--- src/rtl/ttl_pkg.sv ---
// Shared types and constants for the sim_ttl counter models.
// Defining TTL_XCHECK_EN adds the pin numbers used by X/Z check messages.
package ttl_pkg;

   typedef logic [3:0] nibble_t;

   localparam nibble_t NIBBLE_MAX  = 4'hF;
   localparam int      TPD_DEFAULT = 0;

   typedef enum logic [1:0] {
      OP_HOLD,
      OP_COUNT,
      OP_LOAD,
      OP_CLEAR
   } cnt_op_e;

`ifdef TTL_XCHECK_EN
   typedef logic [4:0] pin_t;

   localparam pin_t PIN_NONE   = 5'd0;
   localparam pin_t PIN_CLR_N  = 5'd1;
   localparam pin_t PIN_A      = 5'd3;
   localparam pin_t PIN_ENP    = 5'd7;
   localparam pin_t PIN_LOAD_N = 5'd9;
   localparam pin_t PIN_ENT    = 5'd10;
`endif

   function automatic nibble_t nibble_inc(input nibble_t v);
      return v + 4'd1;
   endfunction

endpackage

--- src/rtl/ttl_sync_cnt4.sv ---
// 4-bit synchronous counter core: clear > load > count > hold, RCO gated by ENT.
// Defining TTL_XCHECK_EN reports X/Z on the selecting controls and forces Q to X.
module ttl_sync_cnt4
   import ttl_pkg::*;
(
   input  logic    clk_i,
   input  logic    clr_n_i,
   input  logic    load_n_i,
   input  logic    enp_i,
   input  logic    ent_i,
   input  nibble_t d_i,
   output nibble_t q_o,
   output logic    rco_o
);

   cnt_op_e op;
   nibble_t q_q;
   nibble_t q_d;

   always_comb begin
      op = OP_HOLD;
      if (!clr_n_i) begin
         op = OP_CLEAR;
      end else if (!load_n_i) begin
         op = OP_LOAD;
      end else if (enp_i && ent_i) begin
         op = OP_COUNT;
      end
   end

   always_comb begin
      q_d = q_q;
      case (op)
         OP_CLEAR: q_d = '0;
         OP_LOAD:  q_d = d_i;
         OP_COUNT: q_d = nibble_inc(q_q);
         default:  q_d = q_q;
      endcase
   end

`ifdef TTL_XCHECK_EN
   pin_t x_pin;

   // Only the pins that actually select this edge's operation are checked.
   always_comb begin
      x_pin = PIN_NONE;
      if ($isunknown(clr_n_i)) begin
         x_pin = PIN_CLR_N;
      end else if (clr_n_i) begin
         if ($isunknown(load_n_i)) begin
            x_pin = PIN_LOAD_N;
         end else if (!load_n_i) begin
            for (int unsigned i = 0; i < 4; i++) begin
               if ((x_pin == PIN_NONE) && $isunknown(d_i[i])) begin
                  x_pin = PIN_A + pin_t'(i);
               end
            end
         end else if ($isunknown(enp_i)) begin
            x_pin = PIN_ENP;
         end else if ($isunknown(ent_i)) begin
            x_pin = PIN_ENT;
         end
      end
   end

   always_ff @(posedge clk_i) begin
      if (x_pin != PIN_NONE) begin
         $error("%m: X/Z on pin %0d", x_pin);
         q_q <= 'x;
      end else if (!clr_n_i) begin
         q_q <= '0;
      end else begin
         q_q <= q_d;
      end
   end
`else
   always_ff @(posedge clk_i) begin
      if (!clr_n_i) begin
         q_q <= '0;
      end else begin
         q_q <= q_d;
      end
   end
`endif

   assign q_o   = q_q;
   assign rco_o = ent_i & (q_q == NIBBLE_MAX);

endmodule

--- src/rtl/ic74ls163.sv ---
// 74LS163 synchronous 4-bit binary counter, pin-numbered; pin mapping onto ttl_sync_cnt4.
// Defining TTL_XCHECK_EN enables X/Z checking of the control and data pins.
module ic74ls163
   import ttl_pkg::*;
#(
   parameter int TPD = TPD_DEFAULT
) (
   input  logic port1,
   input  logic port2,
   input  logic port3,
   input  logic port4,
   input  logic port5,
   input  logic port6,
   input  logic port7,
   input  logic port8,
   input  logic port9,
   input  logic port10,
   output logic port11,
   output logic port12,
   output logic port13,
   output logic port14,
   output logic port15,
   input  logic port16
);

   nibble_t q;
   logic    rco;
   logic    unused_supply;

   // TPD is accepted for override compatibility; outputs are modelled zero-delay.
   if (TPD < 0) begin : g_tpd_negative
   end

   assign unused_supply = port8 ^ port16;

   ttl_sync_cnt4 u_core (
      .clk_i    (port2),
      .clr_n_i  (port1),
      .load_n_i (port9),
      .enp_i    (port7),
      .ent_i    (port10),
      .d_i      ({port6, port5, port4, port3}),
      .q_o      (q),
      .rco_o    (rco)
   );

   assign port11 = q[3];
   assign port12 = q[2];
   assign port13 = q[1];
   assign port14 = q[0];
   assign port15 = rco;

endmodule

--- config.mk ---
export PLATFORM = sky130hd
export DESIGN_NAME = ic74ls163
export DESIGN_NICKNAME = d
export VERILOG_FILES = /design/src/rtl/ttl_pkg.sv /design/src/rtl/ttl_sync_cnt4.sv /design/src/rtl/ic74ls163.sv
export SDC_FILE = /design/constraint.sdc
export NUM_CORES = 1
export LEC_CHECK = 0
export CORE_AREA = 2 2 39 41
export CTS_BUF_LIST = sky130_fd_sc_hd__clkbuf_16
export DETAILED_ROUTE_END_ITERATION = 10
export DIE_AREA = 0 0 41 43
export PLACE_DENSITY_LB_ADDON = 0.2
export SETUP_SLACK_MARGIN = 0.4
export SYNTH_ARGS = -nofsm -noshare
export SYNTH_HDL_FRONTEND = slang
export SYNTH_SLANG_ARGS = --single-unit
--- constraint.sdc ---
create_clock -name port2 -period 1.2 [get_ports port2]
set_clock_uncertainty 0.05 [all_clocks]
set_input_delay 0.3 -clock port2 [delete_from_list [all_inputs] [get_ports port2]]
set_output_delay 0.3 -clock port2 [all_outputs]
set_load 0.02 [all_outputs]
After elaboration in Yosys (flattened, before gate mapping)

Cells that the tools add are included.

Bits in registers: 4
Bits in latches: 0
Bits in writable memories: 0
ROM bits: 0
Output and inout port bits: 5
Memories: 0

Add/subtract/negate cells: 1
Multipliers: 0
Divide/modulo/power cells: 0
$lt $le $gt $ge: 0
Equality and inequality tests: 4
Shifts and indexed selects: 0
Mux-type cells: 4
Bitwise operators: 1
Reductions and logical operators: 2

Operators by type and width:

| cell                                           | count |
|---|---|
| case mux 4 bit (3 select lines)                | 1 |
| adder 4 x 1 -> 4 bit (second input constant)   | 1 |
| == test 2 bit (second input constant)          | 2 |
| == test 4 bit (second input constant)          | 1 |
| 2-to-1 mux 2 bit                               | 2 |
| nonzero test 3 bit                             | 1 |
| == test 2 x 1 -> 1 bit (second input constant) | 1 |
| bitwise AND 1 bit                              | 1 |
| logical AND 1 bit                              | 1 |
| 2-to-1 mux 1 bit                               | 1 |

Logic depth before layout (Yosys ltp)

Gate-level depths: netlist of the first run.

Word-level depth: 6
Depth in mapped cells: 4
Mapped depth without buffers: 4

Worst setup path before layout of the first run

No wires, ideal clock.

Path type: register to output
Start point: register u_core.q_q[0], in the netlist u_core.q_o[0]
End point: output port15
Data arrival time: 0.967 ns
Data required time: 0.850 ns
Path slack: -0.117 ns
Cell stages (with the launch flop): 3
Path through: dfxtp_1 -> ha_1 -> and4_2

Longest elaborated chain between the ends: 2

RTL lines:

| element                | RTL line            | RTL |
|---|---|---|
| from (decl)            | ttl_sync_cnt4.sv:17 | `nibble_t q_q;` |
| from (signal assigned) | ttl_sync_cnt4.sv:81 | `q_q <= q_d;` |
| == test 4 bit          | ttl_sync_cnt4.sv:87 | `assign rco_o = ent_i & (q_q == NIBBLE_MAX);` |
| bitwise AND 1 bit      | ttl_sync_cnt4.sv:87 |  |
| to (decl)              | ic74ls163.sv:22     | `output logic port15,` |

No other way between the ends.

Worst setup path in the final report of the first run

Start point: register u_core.q_q[1], in the netlist u_core.q_o[1]
End point: output port15

The elaborated chain is that of the path after synthesis.

==> out/qor.yml, run 1 <==
floorplan:
  fp.coreArea_um2: 1380
  initial_core_utilization_pct: 14.8
  die_width_um: 41
  die_h_um: 43
  num_rows: 14
  pin_count: 16
  die_area_um2: 1760
synthesis:
  yosysUniqueCellTypes: 15
  synth-warning-count: 0
  cell_types_occupying_the_most_area_after_synthesis: "dfxtp_1, xor2_1, nand3_1"
  ys_seq_area_share_pct: 39.0
  syn-instance-count: 24
  synth_seq_cells: 4
  synth.largest_area_cell: "dfxtp_1"
  post_synth_edffs: 0
  area_share_of_the_leading_cell_type_in_the_synthesized_netlist_pct: 39.0
  area_share_of_fa_ha_maj_cells_after_synthesis_pct: 6.10
  synth.net_count: 36
  synthesis.area_um2: 205
  synth_top_family_by_area: "simple AND/OR/NAND/NOR gates"
  yosys-top-cells-count: "dfxtp_1, nand3_1, o21ai_0"
  synth-compound-area-share_pct: 20.7
  ys.flop_type: "dfxtp_1"
  ys_async_sr_fraction_pct: 0
  post_synth_mux_area_share_pct: 0
  synthXorXnorAreaFrac_pct: 8.54
  yosys.area_share.simple_pct: 23.8
  avgSynthCellArea_um2: 8.55
  yosysMostFrequentCell: "dfxtp_1"
placed_design:
  place.detailed.hpwl_um: 523
  gpl.final_weighted_congestion: 0.677
  number_of_i_o_port_buffers: 13
clocking:
  clkTransAtPathRegs_ps: 30
  cts.root.buffer_cell: "clkbuf_16"
  clock_sinks: 4
  clk_path_buf_depth: 2
  cts_tree: "built"
  tritoncts.num_buffers: 3
  clock_insertion_delay_worst_skew_ps: 230
  cts_max_level: 1
finish:
  insertedDiodeCount: 0
  largest_reg_flops: 4
  layout-drive-gt1-share_pct: 59.6
  syn_to_final_growth_pct: 189
  final.fill_count: 135
  nets_finish: 65
sta:
  fin_setup_tns_ps: -241
  max_slew.worst_pin.slew_ps: 235
  final-hold-violation-count: 0
  setup_violations: 2
  final.period_utilization_pct: 113
  relSlewSlack_pct: 84.4
  hold_ws_ps: 488
  clock.fmax_ghz: 0.737
  drv_slew: 0
  layout_min_cycle_time_ps: 1360
  unrepaired_setup_endpoints_after_global_routing: "true"
  final_critical_path_setup_slack_ps: -157
run:
  max_cap_violations: 0
detailed_routing:
  first_pass_iters: 2
  drt_drc_violations_left: 0
  route.detailed.vias_per_inst: 4.19
  avgRoutedWirePerCell_um: 11.6
  drt_wl_total_um: 788
  routed_via_count: 285
  drt_iter0_markers: 3
  antenna_violating_nets_post_route: 0
critical_path:
  worstSetupPathType: "flop to output port"
  worstSetupEndpointType: "output port"
  startpoint_type: "flop"
  cp.arrival_ps: 1010
  worstPathRequired_ps: 850
  timing.critical_path.fanout_max: 2
outcome:
  failed_checks: "setup timing"
  outcome: "complete, but fails checks"
global_routing:
  grt_overflow: 0
  grt_start_max_net_pins: 8
  grt_antenna_before_repair: 0
  wire_length_of_the_first_global_routing_pass_um: 1050
  grt_pass1_vias: 271
  grtUsageTotal_pct: 10.0
min_path:
  hold_path_class: "input port to flop"
power:
  powerDensity_nw_per_um2: 1430
  power.static_leakage_uw: 0.000254
  irDropWorstVdd_mv: 0.530
## critical path: stages (launching register included)
cell	delay (ps)
dfxtp_4	350
ha_4	130
and4_4	190
buf_6	110
## per-layer routing
metal / GRT usage, % / wire (um)
met5: 0 / 0
met4: 12.0 / 29
met3: 4.71 / 69
met2: 13.4 / 417
met1: 9.62 / 271
## power breakdown
part,internal [uW],switching [uW]
sequential,144,8.65
combinational,93.3,65.0
clock,431,104
total,668,178
## stage by stage
step | std cells | setup WS [ps] | cell area, um2 | power [uW] | util [%]
after floorplan | 24 | 82.0 | 240 | 197 | -
after global placement | 60 | -734 | 443 | 277 | 32.0
after detailed placement | 60 | -743 | 443 | 280 | 32.0
after CTS | 65 | -171 | 541 | 831 | 39.1
after global routing | 68 | -176 | 593 | 876 | 42.9
final | 68 | -157 | 593 | 846 | 42.9
## cell families (layout without fill, tap and decap cells)
family | Yosys count | in the layout
compound gates | 7 | 7
simple gates | 9 | 9
fa+ha+maj | 1 | 1
buf+inv | 1 | 29
flops | 4 | 4
xor+xnor | 2 | 2
## layout make-up
class	instances	area, um2	share of cell area (%)
Tap cell	16	20.0	3.38
Sequential cell	4	92.6	15.6
Inverter	1	3.75	0.633
Multi-Input combinational cell	19	168	28.3
Timing Repair Buffer	24	230	38.8
Clock buffer	3	75.1	12.7
Clock inverter	1	3.75	0.633
## worst paths after layout
path                         startpoint  depth (start not counted)                          to  slack, ps
max          u_core.q_o[1]$_SDFFE_PN0P_                          3                      port15       -160
min                               port9                          2  u_core.q_o[0]$_SDFFE_PN0P_        490
max reg2reg  u_core.q_o[0]$_SDFFE_PN0P_                          5  u_core.q_o[3]$_SDFFE_PN0P_         20
min reg2reg  u_core.q_o[3]$_SDFFE_PN0P_                          3  u_core.q_o[3]$_SDFFE_PN0P_        560
## placed cells by master (no fill, tap or decap), drive strengths merged
cell type      count
a211oi             1
a21oi              1
a311oi             1
a31oi              1
and4               1
buf               16
clkbuf             3
clkdlybuf4s50      5
dfxtp              4
dlygate4sd2        3
ha                 1
inv                2
nand2              2
nand3              3
nor2               2
o21ai              3
or3                1
xor2               2
## timing repair
item | 4_1_cts | 5_1_grt
setup buffers | 1 | 3
hold buffers | 0 | 0
pin swaps | 4 | 5
endpoints found under the setup margin | 9 | 9
resized for setup | 36 | 6
Note: power is estimated with default switching activity, not from simulation.
==> inputs of run 2 (changes only) <==
--- a/config.mk
+++ b/config.mk
@@ -5,6 +5,7 @@
 export SDC_FILE = /design/constraint.sdc
 export NUM_CORES = 1
 export LEC_CHECK = 0
+export ABC_CLOCK_PERIOD_IN_PS = 1200
 export CORE_AREA = 2 2 39 41
 export CTS_BUF_LIST = sky130_fd_sc_hd__clkbuf_16
 export DETAILED_ROUTE_END_ITERATION = 10
==> results of run 2 <==
No change in the layout: final DEF, timing and power equal those of run 1.
==> inputs of run 3 (changes only) <==
--- a/config.mk
+++ b/config.mk
@@ -6,8 +6,9 @@
 export NUM_CORES = 1
 export LEC_CHECK = 0
 export ABC_CLOCK_PERIOD_IN_PS = 1200
+export CAP_MARGIN = 20
 export CORE_AREA = 2 2 39 41
-export CTS_BUF_LIST = sky130_fd_sc_hd__clkbuf_16
+export CTS_BUF_LIST = sky130_fd_sc_hd__clkbuf_2
 export DETAILED_ROUTE_END_ITERATION = 10
 export DIE_AREA = 0 0 41 43
 export PLACE_DENSITY_LB_ADDON = 0.2
==> run 3 against run 2 <==
Compared with the run above:
- the run still ends with setup timing left
- cell area is 7.4% lower
- critical path depth stayed put
- power is 46% lower
- sequential power hardly changed
- critical path type unchanged
- highest routed layer is now met3
==> out/qor.yml, run 3 (synthesized netlist as in run 1, its figures left out) <==
power:
  power.static_leakage_uw: 0.000230  # -9.4%
  power_frac_comb_pct: 35.0  # +16 points
  netSwitchingFraction_pct: 29.1  # +8.1 points
  pwr-share-clk_pct: 31.9  # -31 points
  powerDensity_nw_per_um2: 836  # -41%
  power.net_switching_uw: 134  # -25%
  internal_power_uw: 326  # -51%
  seq_power_share_pct: 33.1  # +15 points
  irDropWorstVdd_mv: 0.322  # -39%
critical_path:
  critical_path.top_delay_family: "flip-flops"
  startpoint_type: "flop"
  rrSetupSlack_ps: 10  # about the same
  worstSetupEndpointType: "output port"
  critPathBufInv: 1  # unchanged
  delay_of_the_slowest_cell_on_the_worst_path_ps: 350  # about the same
  crit_path_cell_trace: "ha_4 -> and4_4 -> buf_6"
  timing.critical_path.fanout_max: 2  # unchanged
  crit_slowest_cell: "dfxtp_4"
  ff2ff_path_depth: 5  # unchanged
  logic_depth_of_the_worst_path_buffers_included: 3  # unchanged
  cp.arrival_ps: 1000  # about the same
  worstSetupPathType: "flop to output port"
  worstPathRequired_ps: 850  # about the same
clocking:
  clock_sinks: 4  # unchanged
  clk_path_buf_depth: 2  # unchanged
  clkTransAtPathRegs_ps: 60  # +30 ps
  clock_insertion_delay_worst_skew_ps: 220  # about the same
  holdBufCountCts: 0  # unchanged
  cts_max_level: 1  # unchanged
  cts_tree: "built"
  tritoncts.num_buffers: 3  # unchanged
  cts.root.buffer_cell: "clkbuf_2"
floorplan:
  die_h_um: 43  # unchanged
  fp.coreArea_um2: 1380  # unchanged
  pin_count: 16  # unchanged
  initial_core_utilization_pct: 14.8  # unchanged
  die_width_um: 41  # unchanged
  die_area_um2: 1760  # unchanged
  num_rows: 14  # unchanged
sta:
  hold_ws_ps: 501  # +12.7 ps
  final-hold-violation-count: 0  # unchanged
  unrepaired_setup_endpoints_after_global_routing: "true"
  max_slew.worst_pin.slew_ps: 240  # +5.23 ps
  layout_min_cycle_time_ps: 1350  # -2.13 ps
  drv_slew: 0  # unchanged
  clock.fmax_ghz: 0.738  # +0.16%
  relSlewSlack_pct: 84.0  # -0.35 points
  setup_violations: 2  # unchanged
  final_critical_path_setup_slack_ps: -155  # +2.13 ps
  fin_setup_tns_ps: -233  # +7.86 ps
  final.period_utilization_pct: 113  # -0.18 points
detailed_routing:
  routed_via_count: 273  # -4.2%
  drt_drc_violations_left: 0  # unchanged
  avgRoutedWirePerCell_um: 10.8  # -6.9%
  drt_wl_total_um: 734  # -6.9%
  antenna_violating_nets_post_route: 0  # unchanged
  first_pass_iters: 2  # unchanged
  drt_iter0_markers: 2  # -1
  route.detailed.vias_per_inst: 4.01  # -4.2%
global_routing:
  grt_start_max_net_pins: 8  # unchanged
  grt_overflow: 0  # unchanged
  grtUsageTotal_pct: 8.83  # -1.2 points
  wire_length_of_the_first_global_routing_pass_um: 959  # -8.5%
  grt_antenna_before_repair: 0  # unchanged
  grt_pass1_vias: 262  # -3.3%
finish:
  nets_finish: 65  # unchanged
  syn_to_final_growth_pct: 168
  final.fill_count: 140  # +3.7%
  post_route_cell_area_um2: 549  # -7.4%
  layout_commonest_cell: "buf_6"
  final_core_util_pct: 39.7  # -3.2 points
  final_cell_count_no_fill: 68  # unchanged
  layout-drive-gt1-share_pct: 63.5  # +3.8 points
  largest_reg_flops: 4  # unchanged
  mostFrequentLayoutCells: "buf_6, buf_4, clkdlybuf4s50_1"
  insertedDiodeCount: 0  # unchanged
placed_design:
  gpl.final_weighted_congestion: 0.677  # unchanged
  place.detailed.hpwl_um: 523  # unchanged
  postPlaceCellArea_um2: 443  # unchanged
  number_of_i_o_port_buffers: 13  # unchanged
  dp_cells: 60  # unchanged
outcome:
  failed_checks: "setup timing"
  outcome: "complete, but fails checks"
min_path:
  worst_hold_stages: 2  # unchanged
  hold_path_class: "input port to flop"
run:
  max_cap_violations: 0  # unchanged
==> run 3: changes by cell type in the layout (fill, tap and decap cells not counted), sizes merged <==
cell / before / now
clkbuf: 3 / 4
inv: 2 / 1
==> run 3: area by class of cell <==
type                    instances  area, um2  area share (%)
inverters                       1       3.75           0.683
flip-flops and latches          4       92.6            16.9
clock buffers                   4       20.0            3.64
repair buffers                 24        230            41.9
well taps                      16       20.0            3.64
multi-input cells              19        183            33.3
==> run 3: worst register-to-register path, cell delays in order, from the launching register on <==
cell,delay (ps)
dfxtp_4,350
buf_4,100
buf_6,100
nand3_2,70
or3_1,300
a31oi_1,120
==> run 3: power groups by stage <==
stage	Sequential [uW]	Combinational, uW	Clock [uW]
2_1_floorplan	170	27.5	0
3_3_place_gp	153	125	0
3_5_place_dp	153	127	0
4_1_cts	152	131	155
5_1_grt	153	174	165
6_report	152	161	147
==> run 3: layer usage <==
| layer | part of all wire (%) | track usage, % | up-vias | wire [um] |
|---|---|---|---|---|
| li1 | - | - | 144 | - |
| met1 | 35 | 8.65 | 117 | 258 |
| met2 | 56 | 12.5 | 12 | 412 |
| met3 | 8.6 | 3.14 | 0 | 63 |
| met4 | 0 | 10.0 | 0 | 0 |
| met5 | 0 | 0 | - | 0 |
==> run 3: worst paths after layout <==
| path | startpoint | end |
|---|---|---|
| worst max register to register | u_core.q_o[0]$_SDFFE_PN0P_ | u_core.q_o[3]$_SDFFE_PN0P_ |
| worst min register to register | u_core.q_o[3]$_SDFFE_PN0P_ | u_core.q_o[3]$_SDFFE_PN0P_ |
| worst min-delay path | port9 | u_core.q_o[0]$_SDFFE_PN0P_ |
| worst max-delay path | u_core.q_o[1]$_SDFFE_PN0P_ | port15 |
==> run 3: per-stage QoR <==
stage | total power [uW] | setup slack, ps
floorplan | 197 | 82.0
global placement | 277 | -734
detailed placement | 280 | -743
CTS | 438 | -177
global route | 491 | -198
finish | 459 | -155
==> run 3: what timing repair did <==
item | 4_1_cts | 5_1_grt
pin swaps | 4 | 5
setup endpoints to repair | 9 | 9
resized for setup | 36 | 8
buffers inserted | 0 | 4
